==> config.mk <==
export PLATFORM = sky130hd
export DESIGN_NAME = rr_trace_buf_sched
export DESIGN_NICKNAME = d
export VERILOG_FILES = /design/src/rtl/rr_trace_buf_sched.sv
export SDC_FILE = /design/constraint.sdc
export NUM_CORES = 1
export LEC_CHECK = 0
export ABC_AREA = 1
export BUFFER_PORTS_ARGS = -buffer_cell sky130_fd_sc_hd__buf_2
export CELL_PAD_IN_SITES_DETAIL_PLACEMENT = 2
export CELL_PAD_IN_SITES_GLOBAL_PLACEMENT = 2
export CORE_MARGIN = 3
export CORE_UTILIZATION = 32
export DETAILED_ROUTE_END_ITERATION = 8
export HOLD_SLACK_MARGIN = 0.03
export PLACE_DENSITY_LB_ADDON = 0.15
export SLEW_MARGIN = 20
export SYNTH_ARGS = -nofsm -noshare
export SYNTH_HDL_FRONTEND = slang
export SYNTH_SLANG_ARGS = --single-unit
==> constraint.sdc <==
create_clock -name clk -period 2.4 [get_ports clk]
set_clock_uncertainty 0.15 [all_clocks]
set_input_delay 0.24 -clock clk [delete_from_list [all_inputs] [get_ports clk]]
set_output_delay 0.24 -clock clk [all_outputs]
set_load 0.01 [all_outputs]
==> src/rtl/rr_trace_buf_sched.sv <==
// Trace buffer scheduler: queues host buffer descriptors and hands them one at
// a time to a trace engine, strobing the record or replay load for each issue.
module rr_trace_buf_sched #(
  parameter int DEPTH      = 4,
  parameter int ADDR_WIDTH = 64,
  parameter int SIZE_WIDTH = 32
) (
  input  logic                         clk,
  input  logic                         rstn,
  input  logic                         enable,
  input  logic                         mode,
  input  logic                         desc_valid,
  output logic                         desc_ready,
  input  logic [ADDR_WIDTH-1:0]        desc_addr,
  input  logic [SIZE_WIDTH-1:0]        desc_size,
  input  logic                         buf_done,
  output logic [ADDR_WIDTH-1:0]        buf_addr,
  output logic [SIZE_WIDTH-1:0]        buf_size,
  output logic                         write_buf_update,
  output logic                         read_buf_update,
  output logic                         busy,
  output logic [$clog2(DEPTH+1)-1:0]   fifo_count,
  output logic [31:0]                  bufs_done_cnt,
  output logic                         err_unexp_done,
  output logic                         err_zero_size
);

  localparam int PTR_W = $clog2(DEPTH);
  localparam int CNT_W = $clog2(DEPTH + 1);

  typedef enum logic [1:0] {
    ST_IDLE   = 2'd0,
    ST_ARM    = 2'd1,
    ST_ACTIVE = 2'd2,
    ST_DRAIN  = 2'd3
  } state_e;

  state_e                  state_q, state_d;
  logic [ADDR_WIDTH-1:0]   mem_addr_q [DEPTH];
  logic [ADDR_WIDTH-1:0]   mem_addr_d [DEPTH];
  logic [SIZE_WIDTH-1:0]   mem_size_q [DEPTH];
  logic [SIZE_WIDTH-1:0]   mem_size_d [DEPTH];
  logic [PTR_W-1:0]        wr_ptr_q, wr_ptr_d;
  logic [PTR_W-1:0]        rd_ptr_q, rd_ptr_d;
  logic [CNT_W-1:0]        count_q, count_d;
  logic [ADDR_WIDTH-1:0]   buf_addr_q, buf_addr_d;
  logic [SIZE_WIDTH-1:0]   buf_size_q, buf_size_d;
  logic                    mode_q, mode_d;
  logic                    wr_upd_q, wr_upd_d;
  logic                    rd_upd_q, rd_upd_d;
  logic                    busy_q, busy_d;
  logic [31:0]             done_cnt_q, done_cnt_d;
  logic                    err_unexp_q, err_unexp_d;
  logic                    err_zero_q, err_zero_d;

  logic ready_s, push_s, pop_s, issue_s, discard_s;
  logic head_valid_s, head_zero_s, engine_done_s, stray_done_s;

  // Readiness comes from the registered count only, so a pop never widens the window early.
  assign ready_s       = (count_q < CNT_W'(DEPTH));
  assign push_s        = desc_valid && ready_s;
  assign head_valid_s  = (count_q != {CNT_W{1'b0}});
  assign head_zero_s   = (mem_size_q[rd_ptr_q] == {SIZE_WIDTH{1'b0}});
  assign pop_s         = issue_s || discard_s;
  assign engine_done_s = buf_done && ((state_q == ST_ACTIVE) || (state_q == ST_DRAIN));
  assign stray_done_s  = buf_done && ((state_q == ST_IDLE) || (state_q == ST_ARM));

  // State register.
  always_ff @(posedge clk or negedge rstn) begin
    if (!rstn) begin
      state_q <= ST_IDLE;
    end else begin
      state_q <= state_d;
    end
  end

  // Next-state logic; zero-size heads are discarded ahead of any issue.
  always_comb begin
    state_d   = state_q;
    issue_s   = 1'b0;
    discard_s = 1'b0;
    case (state_q)
      ST_IDLE: begin
        if (head_valid_s && head_zero_s) begin
          discard_s = 1'b1;
        end else if (head_valid_s && enable) begin
          issue_s = 1'b1;
          state_d = ST_ARM;
        end else begin
          state_d = ST_IDLE;
        end
      end
      ST_ARM:    state_d = ST_ACTIVE;
      ST_ACTIVE: begin
        if (buf_done) begin
          state_d = ST_IDLE;
        end else if (!enable) begin
          state_d = ST_DRAIN;
        end else begin
          state_d = ST_ACTIVE;
        end
      end
      ST_DRAIN: begin
        if (buf_done) begin
          state_d = ST_IDLE;
        end else begin
          state_d = ST_DRAIN;
        end
      end
      default:   state_d = ST_IDLE;
    endcase
  end

  // Output logic: strobes and busy are registered from the next state.
  always_comb begin
    wr_upd_d = (state_d == ST_ARM) && !mode_d;
    rd_upd_d = (state_d == ST_ARM) && mode_d;
    busy_d   = (state_d != ST_IDLE);
  end

  // FIFO storage, pointers, issued-buffer registers and status counters.
  always_comb begin
    for (int i = 0; i < DEPTH; i++) begin
      mem_addr_d[i] = mem_addr_q[i];
      mem_size_d[i] = mem_size_q[i];
    end
    if (push_s) begin
      mem_addr_d[wr_ptr_q] = desc_addr;
      mem_size_d[wr_ptr_q] = desc_size;
    end else begin
      mem_addr_d[wr_ptr_q] = mem_addr_q[wr_ptr_q];
      mem_size_d[wr_ptr_q] = mem_size_q[wr_ptr_q];
    end
    wr_ptr_d = push_s ? (wr_ptr_q + PTR_W'(1)) : wr_ptr_q;
    rd_ptr_d = pop_s  ? (rd_ptr_q + PTR_W'(1)) : rd_ptr_q;
    case ({push_s, pop_s})
      2'b10:   count_d = count_q + CNT_W'(1);
      2'b01:   count_d = count_q - CNT_W'(1);
      default: count_d = count_q;
    endcase
    buf_addr_d  = issue_s ? mem_addr_q[rd_ptr_q] : buf_addr_q;
    buf_size_d  = issue_s ? mem_size_q[rd_ptr_q] : buf_size_q;
    mode_d      = issue_s ? mode : mode_q;
    done_cnt_d  = engine_done_s ? (done_cnt_q + 32'd1) : done_cnt_q;
    err_unexp_d = err_unexp_q || stray_done_s;
    err_zero_d  = err_zero_q || discard_s;
  end

  // Datapath and output registers.
  always_ff @(posedge clk or negedge rstn) begin
    if (!rstn) begin
      for (int i = 0; i < DEPTH; i++) begin
        mem_addr_q[i] <= {ADDR_WIDTH{1'b0}};
        mem_size_q[i] <= {SIZE_WIDTH{1'b0}};
      end
      wr_ptr_q    <= {PTR_W{1'b0}};
      rd_ptr_q    <= {PTR_W{1'b0}};
      count_q     <= {CNT_W{1'b0}};
      buf_addr_q  <= {ADDR_WIDTH{1'b0}};
      buf_size_q  <= {SIZE_WIDTH{1'b0}};
      mode_q      <= 1'b0;
      wr_upd_q    <= 1'b0;
      rd_upd_q    <= 1'b0;
      busy_q      <= 1'b0;
      done_cnt_q  <= 32'd0;
      err_unexp_q <= 1'b0;
      err_zero_q  <= 1'b0;
    end else begin
      for (int i = 0; i < DEPTH; i++) begin
        mem_addr_q[i] <= mem_addr_d[i];
        mem_size_q[i] <= mem_size_d[i];
      end
      wr_ptr_q    <= wr_ptr_d;
      rd_ptr_q    <= rd_ptr_d;
      count_q     <= count_d;
      buf_addr_q  <= buf_addr_d;
      buf_size_q  <= buf_size_d;
      mode_q      <= mode_d;
      wr_upd_q    <= wr_upd_d;
      rd_upd_q    <= rd_upd_d;
      busy_q      <= busy_d;
      done_cnt_q  <= done_cnt_d;
      err_unexp_q <= err_unexp_d;
      err_zero_q  <= err_zero_d;
    end
  end

  assign desc_ready       = ready_s;
  assign fifo_count       = count_q;
  assign buf_addr         = buf_addr_q;
  assign buf_size         = buf_size_q;
  assign write_buf_update = wr_upd_q;
  assign read_buf_update  = rd_upd_q;
  assign busy             = busy_q;
  assign bufs_done_cnt    = done_cnt_q;
  assign err_unexp_done   = err_unexp_q;
  assign err_zero_size    = err_zero_q;

endmodule

==> results by group, run 1 <==
Run
  • Number of maximum-capacitance constraint violations: 0

Power and ir drop
  • Switching share of power: 46.5%
  • Static power due to leakage: between 0.015 and 0.02 uW
  • Sequential cell fraction of total power: roughly 29%
  • Worst-case vdd ir drop: around 690 uV
  • Pint: 29500 uW
  • PD cells: around 1600 nW/um2
  • Combinational share of power: around 53%
  • Clk pwr share: approximately 18%
  • Net switching power figure: between 20000 and 30000 uW
  • Total Power Consumption: roughly 55000 uW

Layout
  • Antenna diode count: 0
  • Area Overhead vs Synth: 29.2%
  • Final core occ: a little over two fifths
  • Fin nets: around 4000
  • Proportion of layout cells with a drive suffix above 1: about a fifth
  • Register Area: between 10000 and 15000 um2
  • Multi-input gate area: around 12000 um2
  • Total of fill cells in the finished design: about 9400
  • Final Non-Filler Cells: 5073

Placed design
  • Number of port buffers: between 200 and 250
  • Inst Count DP: between 4000 and 5000
  • HPWL reported at the end of detailed placement: approximately 70000 um
  • Final RePlAce weighted congestion: ~0.79

Clock tree
  • Clock insertion delay at the later pin of the skew report: roughly 0.61 ns
  • Clk pin slew, worst setup/hold paths: about 0.06 ns
  • Clock root cell: clkbuf_16
  • CTS Sinks: 526
  • CTS Buffer Depth: 3
  • Number of levels the H-tree was split into: 3
  • TritonCTS buffer count: ~70
  • Clock tree from TritonCTS: built

Synth
  • Number of enable-type register cells in the synthesized netlist: 0
  • Post-synthesis net count: between 3000 and 4000
  • Largest area contributor in the netlist: dfrtp_1
  • FFs w/ async S/R, synth: 100%
  • Share of the synthesized area in the top cell type: 48.1%
  • Yosys warnings: 0
  • Flip-flop and latch count after synthesis: approximately 530
  • Count of cell types in the netlist: 30
  • Netlist area before placement: between 20000 and 30000 um2
  • Commonest cells in the synthesized netlist: o21ai_0, nand3_1, dfrtp_1
  • Most common cell in the netlist: o21ai_0
  • Cell types occupying the most area after synthesis: dfrtp_1, o21ai_0, nand3_1
  • Post-synth top flop: dfrtp_1
  • Post-Synthesis Mean Instance Area: 7.77 um2
  • Post-synthesis sequential area ratio: 48.1%
  • Count of mapped cells out of synthesis: roughly 3500

Global route
  • Initial antenna violation count: 4
  • Via count of the first global-routing pass: about 30000
  • Overall overflow remaining after global route: 0
  • First-pass GRT wire length: between 150000 and 200000 um
  • Pin count of the biggest net entering global routing: 109
  • Global routing usage summed across all routing layers: between 20% and 30%

Critical path
  • Capture instance of the worst register-to-register path: fifo_count[2]
  • CP Max Fanout: 8
  • Worst r2r path cells: 17
  • Worst Setup Path Type: reg -> reg
  • Register-to-register path setup slack: -0.69 ns
  • Worst reg2reg path startpoint: rd_ptr_q[0]
  • Critical Path Source Type: flip-flop
  • CP max stage cell: dfrtp_4
  • Required time of the critical path: between 2 and 3 ns
  • Slowest Stage Delay on Critical Path: approximately 0.52 ns
  • Crit path DAT: between 3 and 4 ns
  • Type of destination of the critical path: flip-flop
  • Sequence of cells on the critical path: clkinv_8, buf_12, buf_12, nand2_1, nand3_1, nand2_2, nand4_1, nor2_1, buf_4, nand4_1, nand2_2, ha_4, inv_2, fa_2, a21oi_2, o21ai_1, xor2_1

Floorplan
  • Initial Util: around a third
  • Vert. Die Dim: ~300 um
  • Die X: 298 um
  • Cell row count: between 100 and 150
  • Overall die area: around 89000 um2
  • Boundary Pins: 239
  • Core Box Area: 84200 um2

Run status
  • Run status: finished with violations
  • Violations in the final reports: negative setup slack

Timing
  • Highest clock frequency the design can meet: around 320 MHz
  • Period minus WS final: 3.09 ns
  • Post-layout worst setup margin: -0.690 ns
  • Slew Viols, Final: 0
  • Setup tns final: -41.44 ns
  • Transition at the pin with the smallest max-transition slack: 0.915 ns
  • Fin crit share: 129%
  • Final hold violations: 0
  • RSZ-0062 raised after global routing: true
  • Worst rel slew slack: 39.0%
  • Setup-violating endpoint count in the final report: about 110

Routing
  • Routed length per instance: approximately 22 um
  • Vias per cell: ~5.4
  • Antenna-violating nets left: 0
  • Wire length after detailed routing: 113000 um
  • Detailed-router iteration count before antenna repair: 4
  • DR DRC count: 0
  • Vias after detailed routing: 27237
  • Number of DRC violations after detailed-routing iteration 0: 1214

Hold path
  • Cell depth of the worst min-delay path: 3
  • Hold path startpoint: mode
  • Path category of the worst min-delay check: in -> reg
  • Worst Hold End: write_buf_update
[power by group through the flow]
stage | combinational, uW | clock, uW | sequential (uW)
final | 29300 | 9970 | 15800
after global placement | 25400 | 0 | 15700
after detailed placement | 27100 | 0 | 15900
after floorplan | 16200 | 0 | 15400
after CTS | 28200 | 10200 | 15800
after global routing | 32800 | 10600 | 16400
[cell families (layout without fill, tap and decap cells)]
| kind of cell | Yosys count | in the layout | synth area share (%) |
|---|---|---|---|
| and+or+nand+nor | 1292 | 1292 | 21.7 |
| AOI/OAI and AO/OA | 980 | 980 | 18.8 |
| buffers and inverters | 680 | 1099 | 9.86 |
| DFF | 526 | 526 | 48.1 |
| xor gates and xnor gates | 35 | 35 | 1.12 |
| adders and majority gates | 7 | 7 | 0.348 |
[worst max path at each step]
stage                           start            end  slack [ns]  depth (start not counted)
after global placement    rd_ptr_q[0]  fifo_count[2]       -0.51                         17
final                     rd_ptr_q[0]  fifo_count[2]       -0.69                         17
after detailed placement  rd_ptr_q[0]  fifo_count[2]       -0.71                         17
after CTS                 rd_ptr_q[0]   buf_size[25]       -0.56                         20
after global routing      rd_ptr_q[0]  fifo_count[2]       -0.81                         17
after floorplan           rd_ptr_q[0]  fifo_count[2]       -0.24                         18
[final cells by class]
type | instances | area share, %
Clock buffer | 96 | 5.59
Clock inverter | 14 | 0.372
Inverter | 420 | 4.52
Multi-Input combinational cell | 2314 | 33.9
Sequential cell | 526 | 37.3
Tap cell | 1134 | 4.01
Timing Repair Buffer | 569 | 14.3
[metrics by stage]
stage / hold slack [ns] / cell area [um2] / setup slack [ns]
global route: 0.220 / 35400 / -0.806
floorplan: -0.206 / 27400 / -0.239
global placement: 0.0393 / 30900 / -0.513
detailed placement: 0.0392 / 30900 / -0.712
finish: 0.224 / 35400 / -0.690
CTS: 0.188 / 34500 / -0.556
[placed cells by master (no fill, tap or decap), types with 97 or more instances in the layout]
| cell type | synthesis | layout |
|---|---|---|
| a21oi_1 | 232 | 231 |
| buf_2 | 37 | 237 |
| buf_4 | 2 | 147 |
| dfrtp_1 | 526 | 523 |
| dlygate4sd3_1 | 0 | 101 |
| inv_1 | 417 | 415 |
| nand2_1 | 521 | 474 |
| nand3_1 | 614 | 572 |
| o211ai_1 | 97 | 97 |
| o21ai_0 | 645 | 618 |
[critical path: cells and delay by family (launching register included)]
family / cells / cell delay (ns)
buffers and inverters: 5 / 0.64
xor gates and xnor gates: 1 / 0.15
and+or+nand+nor: 7 / 0.75
DFF: 1 / 0.52
adders and majority gates: 2 / 0.50
AOI/OAI and AO/OA: 2 / 0.26
[timing repair]
item                                   4_1_cts  5_1_grt
pin swaps                                    7        5
gates resized for setup                     37      133
buffers inserted                            12       10
gates cloned                                 7       16
hold buffers                               102        0
setup endpoints to repair                  103      104
endpoints found under the hold margin      813        0
[per-layer routing]
| metal | vias up | routed length, um | global-route usage [%] |
|---|---|---|---|
| li1 | 12539 | - | - |
| met2 | 414 | 58200 | 44.4 |
| met5 | - | 21 | 0 |
| met4 | 4 | 3560 | 9.01 |
| met3 | 171 | 2960 | 2.78 |
| met1 | 14109 | 48700 | 30.1 |
[flip-flops by register name, summed over array words and instances, names as in the netlist, 2 cells and up]
signal         cells
wr_ptr_q           2
buf_size          32
buf_addr          64
rd_ptr_q           2
state_q            2
fifo_count         3
mem_addr_q       256
mem_size_q       128
bufs_done_cnt     32
Power figures use the tool's default switching activity.
==> run 2, diff against run 1 <==
CORE_UTILIZATION = 30   (was 32)
CTS_BUF_LIST = sky130_fd_sc_hd__clkbuf_2   (was default)
==> results by group, run 2 (synthesized netlist as in run 1, its figures left out) <==
Timing
  • Period minus WS final: 2.96 ns (was 3.09 ns)
  • Fin crit share: 123% (was 129%)
  • Final hold violations: 0 (unchanged)
  • Worst rel slew slack: 35.7% (was 39.0%)
  • Highest clock frequency the design can meet: 337 MHz (was 324 MHz)
  • RSZ-0062 raised after global routing: true (unchanged)
  • Slew Viols, Final: 0 (unchanged)
  • Setup-violating endpoint count in the final report: 110 (was 105)
  • Worst Hold Slack: 0.264 ns (was 0.224 ns)
  • Transition at the pin with the smallest max-transition slack: 0.965 ns (was 0.915 ns)
  • Post-layout worst setup margin: -0.564 ns (was -0.690 ns)

Critical path
  • Type of destination of the critical path: flip-flop (unchanged)
  • Critical Path Source Type: flip-flop (unchanged)
  • Sequence of cells on the critical path: clkinv_8, buf_4, a21oi_1, o21ai_1, nand2_1, nand2_1, inv_1, nand2_1, nor2_4, nand4_1, nand2_2, ha_4, inv_2, fa_2, a21oi_2, o21ai_2, xor2_1 (was clkinv_8, buf_12, buf_12, nand2_1, nand3_1, nand2_2, nand4_1, nor2_1, buf_4, nand4_1, nand2_2, ha_4, inv_2, fa_2, a21oi_2, o21ai_1, xor2_1)
  • Crit path DAT: 4.06 ns (was 3.41 ns)
  • CP max stage cell: dfrtp_4 (unchanged)
  • Critical path buffer and inverter count: 4 (was 5)
  • Cell seen most often among critical-path stages: nand2_1
  • Worst Setup Path Type: reg -> reg (unchanged)
  • CP Max Fanout: 7 (was 8)
  • Required time of the critical path: 3.49 ns (was 2.72 ns)
  • Cell type group with the largest total delay on the critical path: simple AND/OR/NAND/NOR gates (unchanged)
  • Slowest Stage Delay on Critical Path: 0.54 ns (was 0.52 ns)

Routing
  • Routed length per instance: 21.4 um (was 22.4 um)
  • Number of DRC violations after detailed-routing iteration 0: 1171 (was 1214)
  • Vias per cell: 5.19 (was 5.37)
  • DR DRC count: 0 (unchanged)
  • Wire length after detailed routing: 116000 um (was 113000 um)
  • Vias after detailed routing: 28219 (was 27237)
  • Antenna-violating nets left: 0 (unchanged)
  • Detailed-router iteration count before antenna repair: 5 (was 4)

Floorplan
  • Core Box Area: 90300 um2 (was 84200 um2)
  • Cell row count: 110 (was 106)
  • Boundary Pins: 239 (unchanged)
  • Die X: 308 um (was 298 um)
  • Overall die area: 94900 um2 (was 89000 um2)
  • Vert. Die Dim: 308 um (was 298 um)
  • Initial Util: 30.3% (was 32.5%)

Clock tree
  • CTS Buffer Depth: 3 (unchanged)
  • Clock insertion delay at the later pin of the skew report: 1.38 ns (was 0.61 ns)
  • Clk pin slew, worst setup/hold paths: 0.10 ns (was 0.06 ns)
  • Clock tree from TritonCTS: built (unchanged)
  • Number of levels the H-tree was split into: 4 (was 3)
  • TritonCTS buffer count: 160 (was 68)
  • Clock root cell: clkbuf_2 (was clkbuf_16)
  • CTS Sinks: 526 (unchanged)

Layout
  • Fin nets: 4281 (was 4008)
  • Most frequent cells in the layout: o21ai_0, nand3_1, nand2_1, dfrtp_1, inv_1 (was o21ai_0, nand3_1, dfrtp_1, nand2_1, inv_1)
  • Area Overhead vs Synth: 32.6% (was 29.2%)
  • Number of flip-flops under the largest register name: 256 (unchanged)
  • Largest register by flop count: mem_addr_q (unchanged)
  • Commonest non-fill, non-tap cell in the layout: o21ai_0 (unchanged)
  • Proportion of layout cells with a drive suffix above 1: 20.8% (was 19.9%)
  • Final core occ: 40.2% (was 42.0%)

Global route
  • Global routing usage summed across all routing layers: 24.6% (about the same)
  • First-pass GRT wire length: 184000 um (was 176000 um)
  • Via count of the first global-routing pass: 32498 (was 30846)
  • Pin count of the biggest net entering global routing: 149 (was 109)
  • Overall overflow remaining after global route: 0 (unchanged)
  • Initial antenna violation count: 1 (was 4)

Power and ir drop
  • Static power due to leakage: 0.0173 uW (was 0.0167 uW)
  • Worst-case vdd ir drop: 968 uV (was 692 uV)
  • PD cells: 1420 nW/um2 (was 1560 nW/um2)

Run status
  • Violations in the final reports: negative setup slack (unchanged)
  • Run status: finished with violations (unchanged)

Hold path
  • Path category of the worst min-delay check: in -> reg (unchanged)

Placed design
  • Number of port buffers: 238 (unchanged)
  • HPWL reported at the end of detailed placement: 67800 um (was 68000 um)
  • Final RePlAce weighted congestion: 0.778 (was 0.792)

Run
  • Number of maximum-capacitance constraint violations: 0 (unchanged)
## run 2: cell types whose count changed in the layout (fill, tap and decap cells not counted), moves of 23 or more
cell / delta
nand2_1: +34
clkbuf_16: -80
dlygate4sd3_1: +175
buf_6: +33
clkbuf_2: +218
buf_2: -31
dfrtp_2: +23
nand2_2: -31
dfrtp_1: -23
## run 2: worst paths after layout
path                                       end  slack (ns)     startpoint  cells after the start
worst max-delay path             fifo_count[2]       -0.56    rd_ptr_q[1]                     17
worst min-delay path            mem_addr_q[10]        0.26  desc_addr[10]                      6
worst max register to register   fifo_count[2]       -0.56    rd_ptr_q[1]                     17
worst min register to register    buf_addr[39]        0.33   buf_addr[39]                      2
max in group asynchronous       mem_addr_q[40]        0.82           rstn                      7
min in group asynchronous        mem_size_q[3]        0.39           rstn                      5
## run 2: per-layer routing
metal  global-route usage, %  vias up  wire, um
met1                    29.3    14358     49600
met5                       0        -         0
met3                    4.10      233      3650
li1                        -    13138         -
met4                    9.97        0      4080
met2                    43.8      490     59100
## run 2: area by class of cell
| class | instances | area (um2) |
|---|---|---|
| Timing Repair inverter | 1 | 8.76 |
| Antenna cell | 1 | 2.50 |
| Timing Repair Buffer | 747 | 6910 |
| Multi-Input combinational cell | 2316 | 11800 |
| Sequential cell | 526 | 13200 |
| Clock buffer | 218 | 1090 |
| Inverter | 420 | 1600 |
| Clock inverter | 35 | 176 |
| Tap cell | 1176 | 1470 |
| Fill cell | 10165 | 54000 |
## run 2: what timing repair did
item                                     CTS  global route
buffers inserted                          30             9
endpoints found under the setup margin   240           251
gates cloned                              13             2
endpoints found under the hold margin   1051             0
pin swaps                                 15            14
hold buffers                             277             0
gates resized for setup                   83            65
## run 2: worst min-delay path, delay by kind of cell
| family | cells | cell delay [ns] |
|---|---|---|
| buf+inv | 3 | 1.19 |
| simple gates | 2 | 0.23 |
| compound gates | 1 | 0.07 |
## run 2: power breakdown
| group | internal [uW] | switching [uW] |
|---|---|---|
| clock | 2520 | 4280 |
| sequential | 13200 | 2590 |
| combinational | 10400 | 18700 |
| total | 26100 | 25600 |
## run 2: stage by stage
step	TNS (ns)	setup WS, ns	instance area, um2	power, uW	instances
2_1_floorplan	-0.393	-0.239	27400	31500	3520
3_3_place_gp	-21.09	-0.635	31000	41000	4856
3_5_place_dp	-28.43	-0.738	31000	42800	4856
4_1_cts	-41.80	-0.498	36000	51600	5429
5_1_grt	-50.34	-0.786	36300	56700	5440
6_report	-21.87	-0.564	36300	51700	5440
